### src/rtl/t_pulse_gen_pkg.sv
// t_pulse_gen_pkg: shared state encoding and default timing constants for t_pulse_gen
package t_pulse_gen_pkg;
  typedef enum logic [1:0] {
    IDLE    = 2'd0,
    WAIT_HI = 2'd1,
    HIGH    = 2'd2,
    WAIT_LO = 2'd3
  } state_t;
  localparam int DEF_DB_CYCLES     = 4;
  localparam int DEF_CNT_W         = 8;
  localparam int DEF_REPEAT_CYCLES = 16;
endpackage

### src/rtl/sync2.sv
// sync2: two-flop synchroniser for an asynchronous level, reset to 0
module sync2 (
  input  logic ck,
  input  logic rs,
  input  logic d,
  output logic q
);
  logic s1;
  always_ff @(posedge ck) begin
    if (rs) {q, s1} <= 2'b00;
    else    {q, s1} <= {s1, d};
  end
endmodule

### src/rtl/t_pulse_gen.sv
// t_pulse_gen: debounced single-cycle toggle pulse from a raw button; T_PULSE_GEN_AUTO_REPEAT_EN adds hold-to-repeat
module t_pulse_gen
  import t_pulse_gen_pkg::*;
#(
  parameter int DB_CYCLES = DEF_DB_CYCLES,
  parameter int CNT_W     = DEF_CNT_W
`ifdef T_PULSE_GEN_AUTO_REPEAT_EN
  , parameter int REPEAT_CYCLES = DEF_REPEAT_CYCLES
`endif
) (
  input  logic ck,
  input  logic rs,
  input  logic btn,
  output logic t,
  output logic btn_db,
  output logic busy
);
  logic btn_s;
  state_t state;
  logic [CNT_W-1:0] cnt;
  logic last;
  sync2 u_sync (.ck(ck), .rs(rs), .d(btn), .q(btn_s));
  assign last = cnt == CNT_W'(DB_CYCLES - 1);
`ifdef T_PULSE_GEN_AUTO_REPEAT_EN
  localparam int RW = REPEAT_CYCLES > 1 ? $clog2(REPEAT_CYCLES) : 1;
  logic [RW-1:0] rep;
  logic rep_hit;
  assign rep_hit = rep == RW'(REPEAT_CYCLES - 1);
`endif
  always_ff @(posedge ck) begin
    if (rs) begin
      state  <= IDLE;
      cnt    <= '0;
      t      <= 1'b0;
      btn_db <= 1'b0;
      busy   <= 1'b0;
`ifdef T_PULSE_GEN_AUTO_REPEAT_EN
      rep    <= '0;
`endif
    end else begin
      t <= 1'b0;
      case (state)
        IDLE: if (btn_s) begin
          state <= WAIT_HI;
          cnt   <= '0;
          busy  <= 1'b1;
        end
        WAIT_HI: if (!btn_s) begin
          state <= IDLE;
          cnt   <= '0;
          busy  <= 1'b0;
        end else if (last) begin
          state  <= HIGH;
          cnt    <= '0;
          busy   <= 1'b0;
          btn_db <= 1'b1;
          t      <= 1'b1;
`ifdef T_PULSE_GEN_AUTO_REPEAT_EN
          rep    <= '0;
`endif
        end else cnt <= cnt + 1'b1;
        HIGH: begin
`ifdef T_PULSE_GEN_AUTO_REPEAT_EN
          rep <= rep_hit ? '0 : rep + 1'b1;
          t   <= rep_hit;
`endif
          if (!btn_s) begin
            state <= WAIT_LO;
            cnt   <= '0;
            busy  <= 1'b1;
          end
        end
        WAIT_LO: if (btn_s) begin
          state <= HIGH;
          cnt   <= '0;
          busy  <= 1'b0;
`ifdef T_PULSE_GEN_AUTO_REPEAT_EN
          rep   <= '0;
`endif
        end else if (last) begin
          state  <= IDLE;
          cnt    <= '0;
          busy   <= 1'b0;
          btn_db <= 1'b0;
        end else cnt <= cnt + 1'b1;
        default: state <= IDLE;
      endcase
    end
  end
endmodule
### config.mk
export PLATFORM = sky130hd
export DESIGN_NAME = t_pulse_gen
export DESIGN_NICKNAME = d
export VERILOG_FILES = /design/src/rtl/t_pulse_gen_pkg.sv /design/src/rtl/sync2.sv /design/src/rtl/t_pulse_gen.sv
export SDC_FILE = /design/constraint.sdc
export NUM_CORES = 1
export LEC_CHECK = 0
export BUFFER_PORTS_ARGS = -buffer_cell sky130_fd_sc_hd__buf_2
export CAP_MARGIN = 10
export CORE_AREA = 3 3 40 42
export CTS_CLUSTER_SIZE = 30
export DETAILED_ROUTE_END_ITERATION = 10
export DIE_AREA = 0 0 43 45
export PLACE_DENSITY = 0.67
export SLEW_MARGIN = 20
export SYNTH_ARGS = -nofsm -noshare
export SYNTH_HDL_FRONTEND = slang
export SYNTH_SLANG_ARGS = --single-unit
### constraint.sdc
create_clock -name ck -period 1.8 [get_ports ck]
set_input_delay 0.09 -clock ck [delete_from_list [all_inputs] [get_ports ck]]
set_output_delay 0.09 -clock ck [all_outputs]
set_load 0.01 [all_outputs]
==> results_dict.tcl, run 1 <==
set metrics [dict create \
    outcome "finished clean" \
    cpMaxStageDelayCell "dfxtp_1" \
    io_buffer_count 5 \
    clock_latency_ns 0.28 \
    wl_per_cell_um 11.8 \
    viasPerCell 5.38 \
    start_kind "register" \
    cts.path.max_buffers 2 \
    cts_tree "yes" \
    rows 13 \
    slew_viol_final 0 \
    fillers 120 \
    max_slew_margin_pct 66.3 \
    synth_edf_count 0 \
    dp_slack_ns 0.150 \
    cp-end-kind "register" \
    fin_crit_ns 1.62 \
    met2_length_um 500 \
    startpoint "cnt[0]" \
    syn-num-nets 76 \
    reg2reg_setup_slack_ns 0.18 \
    multi_input_area_um2 333 \
    fin_nets 85 \
    grt.overflow.total 0 \
    gp_congestion 0.805 \
    clock-skew-final_ns 0.00383 \
    rsz0062_at_grt "no" \
    grt_max_degree 11 \
    cp_num_buf_inv 0 \
    initial_core_util_pct 50.0 \
    worst_pin_slew_ns 0.504 \
    fin_setup_tns_ns 0 \
    crit_family "simple AND/OR/NAND/NOR gates" \
    crit_path_max_incr_delay_ns 0.35 \
    die_height_um 45 \
    core-area_um2 1280 \
    synthArstFlopShare_pct 0 \
    endpoint "cnt[6]" \
    worst_ep_arrival_time_ns 1.83 \
    num_vias 511 \
    synth-seq-area-share_pct 46.7 \
    crit_required_ns 2.01 \
    antenna_found_initial 0 \
    dr.pass1.iters 4 \
    crit_path_max_fanout 5 \
    layout-drive-gt1-share_pct 16.3 \
    powerDensity_nw_per_um2 794 \
    worst_slack_ns 0.180 \
    drt_iter0_drc 17 \
    hp-class "primary input to register" \
    routed.top_layer "met4" \
    hold_ws_ns 0.0270 \
    synth_flop_cell "dfxtp_1" \
    die_width_um 43 \
    grt_usage_pct 13.1 \
    dieArea_um2 1940 \
    synthCells 72 \
    irDropWorstVdd_v 0.000561 \
    wl_um 1120 \
    drt-met1-wl_um 564 \
    clkTransAtPathRegs_ns 0.09 \
    wl_met3_um 33 \
    yosys_warnings 0 \
    h-tree-depth 1 \
    detail-route-antenna-nets 0 \
    ys_ff_latch 15 \
    post_cts_buffers 0 \
    cts_made_buffers 3 \
    synth_cell_types 26 \
    ios 6 \
    path_class "register to register" \
    diodes 0 \
    first_global_vias 454 \
    setup_viol 0 \
    clock_sinks 15 \
    hpwlAfterDp_um 808 \
    fmax_mhz 617 \
    cp_num_cells 5 \
    ctsHoldBuffers 0 \
    path_cells "ha_1 -> nor4b_2 -> a211o_1 -> or3_1 -> a31oi_1" \
    cap_violations 0 \
    total_power_uw 570 \
    hold_start "btn" \
    min_period_over_period_pct 90.0 \
    cts_resized 0 \
    hold_viol 0 \
    grt_pass1_wl_um 1900 \
    drc 0 \
    reg2reg_from "cnt[0]" \
    netlist_area_um2 643 \
    cts-root-buf "clkbuf_4" \
    p_leak_nw 0.279 \
    avgSynthCellArea_um2 8.93 \
    reg2reg_depth 5 \
    area_growth_pct 11.7 \
    rr_endpoint "cnt[6]" \
    regArea_um2 300 \
]
where the power goes:
part / internal, mW / switching [mW] / total (mW) / leakage [nW]
combinational: 0.0154 / 0.0222 / 0.0376 / 0.143
sequential: 0.338 / 0.00368 / 0.342 / 0.122
clock: 0.0859 / 0.104 / 0.190 / 0.0150
total: 0.440 / 0.130 / 0.570 / 0.279
final cells by class:
| class | instances | share of cell area, % |
|---|---|---|
| Clock buffer | 4 | 3.66 |
| Inverter | 2 | 1.05 |
| Multi-Input combinational cell | 53 | 46.3 |
| Sequential cell | 15 | 41.8 |
| Tap cell | 15 | 2.61 |
| Timing Repair Buffer | 6 | 4.53 |
stage by stage:
step	instance area (um^2)	util, %	instances
global route	718	55.9	95
detailed placement	686	53.4	91
global placement	686	53.4	91
floorplan	643	-	72
CTS	712	55.4	95
finish	718	55.9	95
routing by layer:
layer,track usage (%),vias up
li1,-,270
met4,7.23,0
met1,17.4,227
met5,0,-
met2,20.4,10
met3,2.39,4
how the worst min path moves through the flow:
stage,cells after the start,endpoint
detailed placement,2,u_sync.s1
global route,2,u_sync.s1
global placement,2,u_sync.s1
finish,2,u_sync.s1
CTS,2,u_sync.s1
floorplan,1,u_sync.s1
flip-flops by register name, summed over array words and instances, names as in the netlist, named ones only:
signal	count
u_sync.s1	1
u_sync.q	1
busy	1
cnt	8
state	1
t	1
btn_db	1
cells in the mapped netlist (2+ instances only):
master     count  share of area, %
inv_1          2               1.2
o21ai_0        3               2.3
o2111ai_1      2               2.7
nand3_1        4               3.1
dfxtp_1       15                47
nor2b_1        3               2.9
nand2_1        5               2.9
and3_1         2               1.9
a21o_2         2               2.7
nor2_1         7               4.1
a21oi_1        6               4.7
xor2_1         6               8.2
nor3_1         2               1.6
cell usage in the layout (no fill, tap or decap), types with 2 or more instances in the layout:
| cell type | synthesis | final |
|---|---|---|
| nor2b_1 | 3 | 3 |
| o21ai_0 | 3 | 3 |
| and3_1 | 2 | 2 |
| nand2_1 | 5 | 5 |
| a21oi_1 | 6 | 6 |
| inv_1 | 2 | 2 |
| a21o_2 | 2 | 2 |
| nor3_1 | 2 | 2 |
| nor2_1 | 7 | 7 |
| buf_2 | 1 | 5 |
| xor2_1 | 6 | 6 |
| o2111ai_1 | 2 | 2 |
| nand3_1 | 4 | 4 |
| clkbuf_4 | 0 | 3 |
| dfxtp_1 | 15 | 15 |
worst reg2reg max path: cells and delay by family, from the launching register on:
family / cells / cell delay [ns]
fa+ha+maj: 1 / 0.24
flops: 1 / 0.35
compound gates: 2 / 0.43
simple gates: 2 / 0.54
cells by family (layout without fill, tap and decap cells):
logic type | Yosys count | after routing | share of synthesized area [%]
fa+ha+maj | 1 | 1 | 1.95
compound gates | 16 | 16 | 16.0
simple gates | 29 | 29 | 23.4
flops | 15 | 15 | 46.7
buf+inv | 4 | 12 | 2.53
xor+xnor | 7 | 7 | 9.53
Note: power is estimated with default switching activity, not from simulation.
==> run 2: changes to the inputs <==
--- a/config.mk
+++ b/config.mk
@@ -7,11 +7,10 @@
 export LEC_CHECK = 0
 export BUFFER_PORTS_ARGS = -buffer_cell sky130_fd_sc_hd__buf_2
 export CAP_MARGIN = 10
-export CORE_AREA = 3 3 40 42
+export CORE_MARGIN = 3
+export CORE_UTILIZATION = 30
 export CTS_CLUSTER_SIZE = 30
 export DETAILED_ROUTE_END_ITERATION = 10
-export DIE_AREA = 0 0 43 45
-export PLACE_DENSITY = 0.67
 export SLEW_MARGIN = 20
 export SYNTH_ARGS = -nofsm -noshare
 export SYNTH_HDL_FRONTEND = slang
==> run 2 against run 1 <==
Global-route usage fell by 2.8 points. Critical path depth unchanged. Power fell by 1.5%. Design area grew 2.1%. Worst setup slack worse by 0.022 ns. Via count grew 2.7%. Worst hold slack is essentially flat. Critical path type unchanged.
==> results_dict.tcl, run 2 (synthesis gave the netlist of run 1 again) <==
set metrics [dict create \
    outcome "finished clean" \
    cts-root-buf "clkbuf_4" \
    slew_viol_final 0 \
    p_sw_uw 122 \
    num_vias 525 \
    setup_viol 0 \
    p_leak_nw 0.279 \
    dieArea_um2 2740 \
    wl_per_cell_um 10.9 \
    worst_ep_arrival_time_ns 1.85 \
    ios 6 \
    path_cells "ha_1 -> nor4b_2 -> a211o_1 -> or3_1 -> a31oi_1" \
    drc 0 \
    crit_required_ns 2.01 \
    powerDensity_nw_per_um2 766 \
    cts_resized 0 \
    path_class "register to register" \
    crit_path_max_fanout 5 \
    cpMaxStageDelayCell "or3_1" \
    final_common_cell "dfxtp_1" \
    drt_iter0_drc 7 \
    rows 16 \
    fmax_mhz 609 \
    switching_share_pct 21.7 \
    worst_pin_slew_ns 0.488 \
    die_height_um 52.3 \
    io_buffer_count 5 \
    core-area_um2 2000 \
    detail-route-antenna-nets 0 \
    final_cell_area_um2 733 \
    power_frac_clock_pct 32.5 \
    placed_area_um2 701 \
    diodes 0 \
    viasPerCell 4.91 \
    crit_path_max_incr_delay_ns 0.36 \
    fin_setup_tns_ns 0 \
    start_kind "register" \
    fin_crit_ns 1.64 \
    max_slew_margin_pct 67.4 \
    grt.overflow.total 0 \
    multi_input_area_um2 333 \
    grt_usage_pct 10.3 \
    post_cts_buffers 0 \
    irDropWorstVdd_v 0.000337 \
    dr.pass1.iters 4 \
    wl_met3_um 39 \
    hold_viol 0 \
    first_global_vias 503 \
    fin_cells 107 \
    cap_violations 0 \
    antenna_found_initial 0 \
    top_register "cnt" \
    wl_um 1170 \
    met2_length_um 553 \
    grt_max_degree 11 \
    intPower_uw 440 \
    largest_reg_flops 8 \
    cts.path.max_buffers 2 \
    rsz0062_at_grt "no" \
    cts_made_buffers 3 \
    grt_pass1_wl_um 2130 \
    fin_nets 85 \
    min_period_over_period_pct 91.3 \
    h-tree-depth 1 \
    layout-drive-gt1-share_pct 16.3 \
    initial_core_util_pct 32.1 \
    clock_latency_ns 0.27 \
    final_cell_mix "dfxtp_1 (15), nor2_1 (7), a21oi_1 (6), xor2_1 (6)" \
    clock-skew-final_ns 0.00325 \
    clock_sinks 15 \
    cts_tree "yes" \
    area_growth_pct 14.0 \
    cp-end-kind "register" \
    dp_cells 103 \
    hp-class "primary input to register" \
    gp_congestion 0.827 \
    regArea_um2 300 \
    fillers 227 \
    ctsHoldBuffers 0 \
    die_width_um 52.3 \
    routed.top_layer "met4" \
    clkTransAtPathRegs_ns 0.08 \
    pwr-share-seq_pct 60.9 \
    hpwlAfterDp_um 906 \
    p_comb_share_pct 6.6 \
    drt-met1-wl_um 559 \
]
## run 2: cell counts in the layout (fill, tap and decap cells not counted)
Identical to the previous run, type by type.
## run 2: layer usage
metal | track usage [%] | vias up
met5 | 0 | -
met4 | 2.98 | 0
met3 | 4.27 | 2
met2 | 16.9 | 6
met1 | 12.1 | 247
li1 | - | 270
## run 2: path summary, 6_finish.rpt
kind | end | slack (ns) | from | cells past startpoint
hold reg to reg | u_sync.q | 0.44 | u_sync.s1 | 1
setup / recovery | cnt[6] | 0.16 | cnt[0] | 5
hold / removal | u_sync.s1 | 0.03 | btn | 2
setup reg to reg | cnt[6] | 0.16 | cnt[0] | 5
## run 2: per-stage QoR
step | utilization, % | hold WS, ns | total power, mW | worst slack (ns)
3_3_place_gp | 35.0 | 0.300 | 0.387 | 0.187
4_1_cts | 36.3 | 0.0175 | 0.571 | 0.0917
2_1_floorplan | - | 0.218 | 0.376 | 0.296
3_5_place_dp | 35.0 | 0.308 | 0.387 | 0.0994
6_report | 36.6 | 0.0268 | 0.562 | 0.157
5_1_grt | 36.6 | 0.0140 | 0.593 | 0.0755
## run 2: cell type report
| class | instances | area share, % |
|---|---|---|
| Timing Repair Buffer | 6 | 4.44 |
| Sequential cell | 15 | 41.0 |
| Inverter | 2 | 1.02 |
| Clock buffer | 4 | 3.58 |
| Multi-Input combinational cell | 53 | 45.4 |
| Tap cell | 27 | 4.61 |
## run 2: power groups by stage
| stage | logic [mW] | clock network (mW) | registers, mW |
|---|---|---|---|
| 6_report | 0.0371 | 0.182 | 0.342 |
| 5_1_grt | 0.0422 | 0.208 | 0.343 |
| 4_1_cts | 0.0375 | 0.191 | 0.342 |
| 3_5_place_dp | 0.0372 | 0 | 0.350 |
| 3_3_place_gp | 0.0370 | 0 | 0.350 |
| 2_1_floorplan | 0.0248 | 0 | 0.351 |
## run 2: worst max-delay path, delay by kind of cell, from the launching register on
kind	cells	cell delay, ns
AO/OA/AOI/OAI	2	0.43
AND/OR/NAND/NOR	2	0.55
flip-flops	1	0.34
adder cells (fa/ha/maj)	1	0.25
==> run 3: changes to the inputs <==
--- a/config.mk
+++ b/config.mk
@@ -8,8 +8,8 @@
 export BUFFER_PORTS_ARGS = -buffer_cell sky130_fd_sc_hd__buf_2
 export CAP_MARGIN = 10
 export CORE_MARGIN = 3
-export CORE_UTILIZATION = 30
-export CTS_CLUSTER_SIZE = 30
+export CORE_UTILIZATION = 25
+export CTS_CLUSTER_SIZE = 28
 export DETAILED_ROUTE_END_ITERATION = 10
 export SLEW_MARGIN = 20
 export SYNTH_ARGS = -nofsm -noshare
==> run 3 against run 2 <==
Die area rose by 18%. Register-to-register slack barely moved. Final cell count rose by 1.9%. Worst setup slack improved by 0.010 ns. Routed wire length rose by 5.4%. Maximum frequency rose by 0.63%. Sequential power barely moved. Design area rose by 1.7%.
==> results_dict.tcl, run 3 (synthesis gave the netlist of run 1 again) <==
set metrics [dict create \
    outcome "finished clean" \
    fin_crit_ns 1.63 \
    drt_iter0_drc 11 \
    dr.pass1.iters 4 \
    cap_violations 0 \
    fmax_mhz 612 \
    grt_usage_pct 8.46 \
    first_global_vias 465 \
    viasPerCell 4.72 \
    area_growth_pct 16.0 \
    clock_sinks 15 \
    grt.overflow.total 0 \
    max_slew_margin_pct 65.7 \
    cts-root-buf "clkbuf_4" \
    antenna_found_initial 0 \
    start_kind "register" \
    crit_family "simple AND/OR/NAND/NOR gates" \
    cts_made_buffers 3 \
    h-tree-depth 1 \
    final_common_cell "dfxtp_1" \
    final_cell_mix "dfxtp_1 (15), nor2_1 (7), a21oi_1 (6), xor2_1 (6)" \
    top_register "cnt" \
    crit_required_ns 2.02 \
    hold_viol 0 \
    gp_congestion 0.839 \
    hold_ws_ns 0.0785 \
    cp-end-kind "register" \
    irDropWorstVdd_v 0.000336 \
    initial_core_util_pct 27.7 \
    cpMaxStageDelayCell "or3_1" \
    crit_path_max_fanout 5 \
    rows 17 \
    fin_nets 86 \
    largest_reg_flops 8 \
    final_cell_area_um2 746 \
    drc 0 \
    min_period_over_period_pct 90.7 \
    fin_setup_tns_ns 0 \
    die_height_um 56.7 \
    core-area_um2 2320 \
    worst_ep_arrival_time_ns 1.86 \
    cp_num_buf_inv 0 \
    fillers 244 \
    diodes 0 \
    io_buffer_count 5 \
    setup_viol 0 \
    die_width_um 56.7 \
    placed_area_um2 702 \
    rsz0062_at_grt "no" \
    detail-route-antenna-nets 0 \
    clock_latency_ns 0.29 \
    cts_tree "yes" \
    hpwlAfterDp_um 869 \
    wl_per_cell_um 11.3 \
    layout-drive-gt1-share_pct 17.3 \
    post_cts_buffers 0 \
    path_cells "ha_1 -> nor4b_2 -> a211o_1 -> or3_1 -> a31oi_1" \
    clkTransAtPathRegs_ns 0.09 \
    crit_path_max_incr_delay_ns 0.36 \
    grt_max_degree 11 \
    cts.path.max_buffers 2 \
    slew_viol_final 0 \
    wl_um 1230 \
    clock-skew-final_ns 0.00911 \
    p_leak_nw 0.286 \
    num_vias 514 \
    path_class "register to register" \
    hp-class "primary input to register" \
    worst_pin_slew_ns 0.513 \
    powerDensity_nw_per_um2 768 \
    dieArea_um2 3220 \
    grt_pass1_wl_um 2070 \
    ios 6 \
]
## run 3: cell count changes in the layout (fill, tap and decap cells not counted)
cell | before | now
clkbuf_1 | 1 | 0
clkinv_2 | 0 | 1
dlygate4sd3_1 | 0 | 1
## run 3: metrics by stage
stage                     setup WS [ns]  power (mW)  util (%)  std cells
after floorplan                   0.296       0.376         -         72
after global placement            0.181       0.387      30.3        104
after detailed placement         0.0691       0.388      30.3        104
after CTS                        0.0513       0.586      31.9        109
after global routing             0.0217       0.606      32.2        109
final                             0.167       0.572      32.2        109
## run 3: path summary, 6_finish.rpt
| kind | startpoint | endpoint | slack (ns) | depth (start not counted) |
|---|---|---|---|---|
| worst max-delay path | cnt[0] | cnt[6] | 0.17 | 5 |
| worst min-delay path | rs | cnt[0] | 0.08 | 2 |
| worst max register to register | cnt[0] | cnt[6] | 0.17 | 5 |
| worst min register to register | u_sync.s1 | u_sync.q | 0.45 | 1 |
## run 3: layer usage
metal	global-route usage, %	vias to the layer above	wire length (um)
li1	-	271	-
met3	4.37	2	67
met5	0	-	0
met1	10.6	230	599
met4	4.07	0	20
met2	11.7	11	545
## run 3: repair_timing
item	CTS	global route
endpoints found under the setup margin	0	9
gates resized for setup	0	1
hold endpoints to repair	1	0
hold buffers	1	0
## run 3: where the power goes
part | total (mW) | leakage, nW | internal [mW] | switching, mW
Sequential | 0.342 | 0.122 | 0.338 | 0.00385
Combinational | 0.0389 | 0.147 | 0.0167 | 0.0221
Clock | 0.191 | 0.0177 | 0.0827 | 0.109
Total | 0.572 | 0.286 | 0.438 | 0.135
## run 3: worst register-to-register path, delay by kind of cell (launching register included)
kind	cells	cell delay, ns
compound gates	2	0.43
flops	1	0.35
fa+ha+maj	1	0.25
simple gates	2	0.55
## run 3: final cells by class
| class | count | area (um^2) | area share [%] |
|---|---|---|---|
| multi-input cells | 53 | 333 | 44.6 |
| flip-flops and latches | 15 | 300 | 40.3 |
| clock buffers | 3 | 22.5 | 3.02 |
| repair buffers | 7 | 42.5 | 5.70 |
| inverters | 2 | 7.51 | 1.01 |
| well taps | 28 | 35.0 | 4.70 |
| clock inverters | 1 | 5.00 | 0.671 |
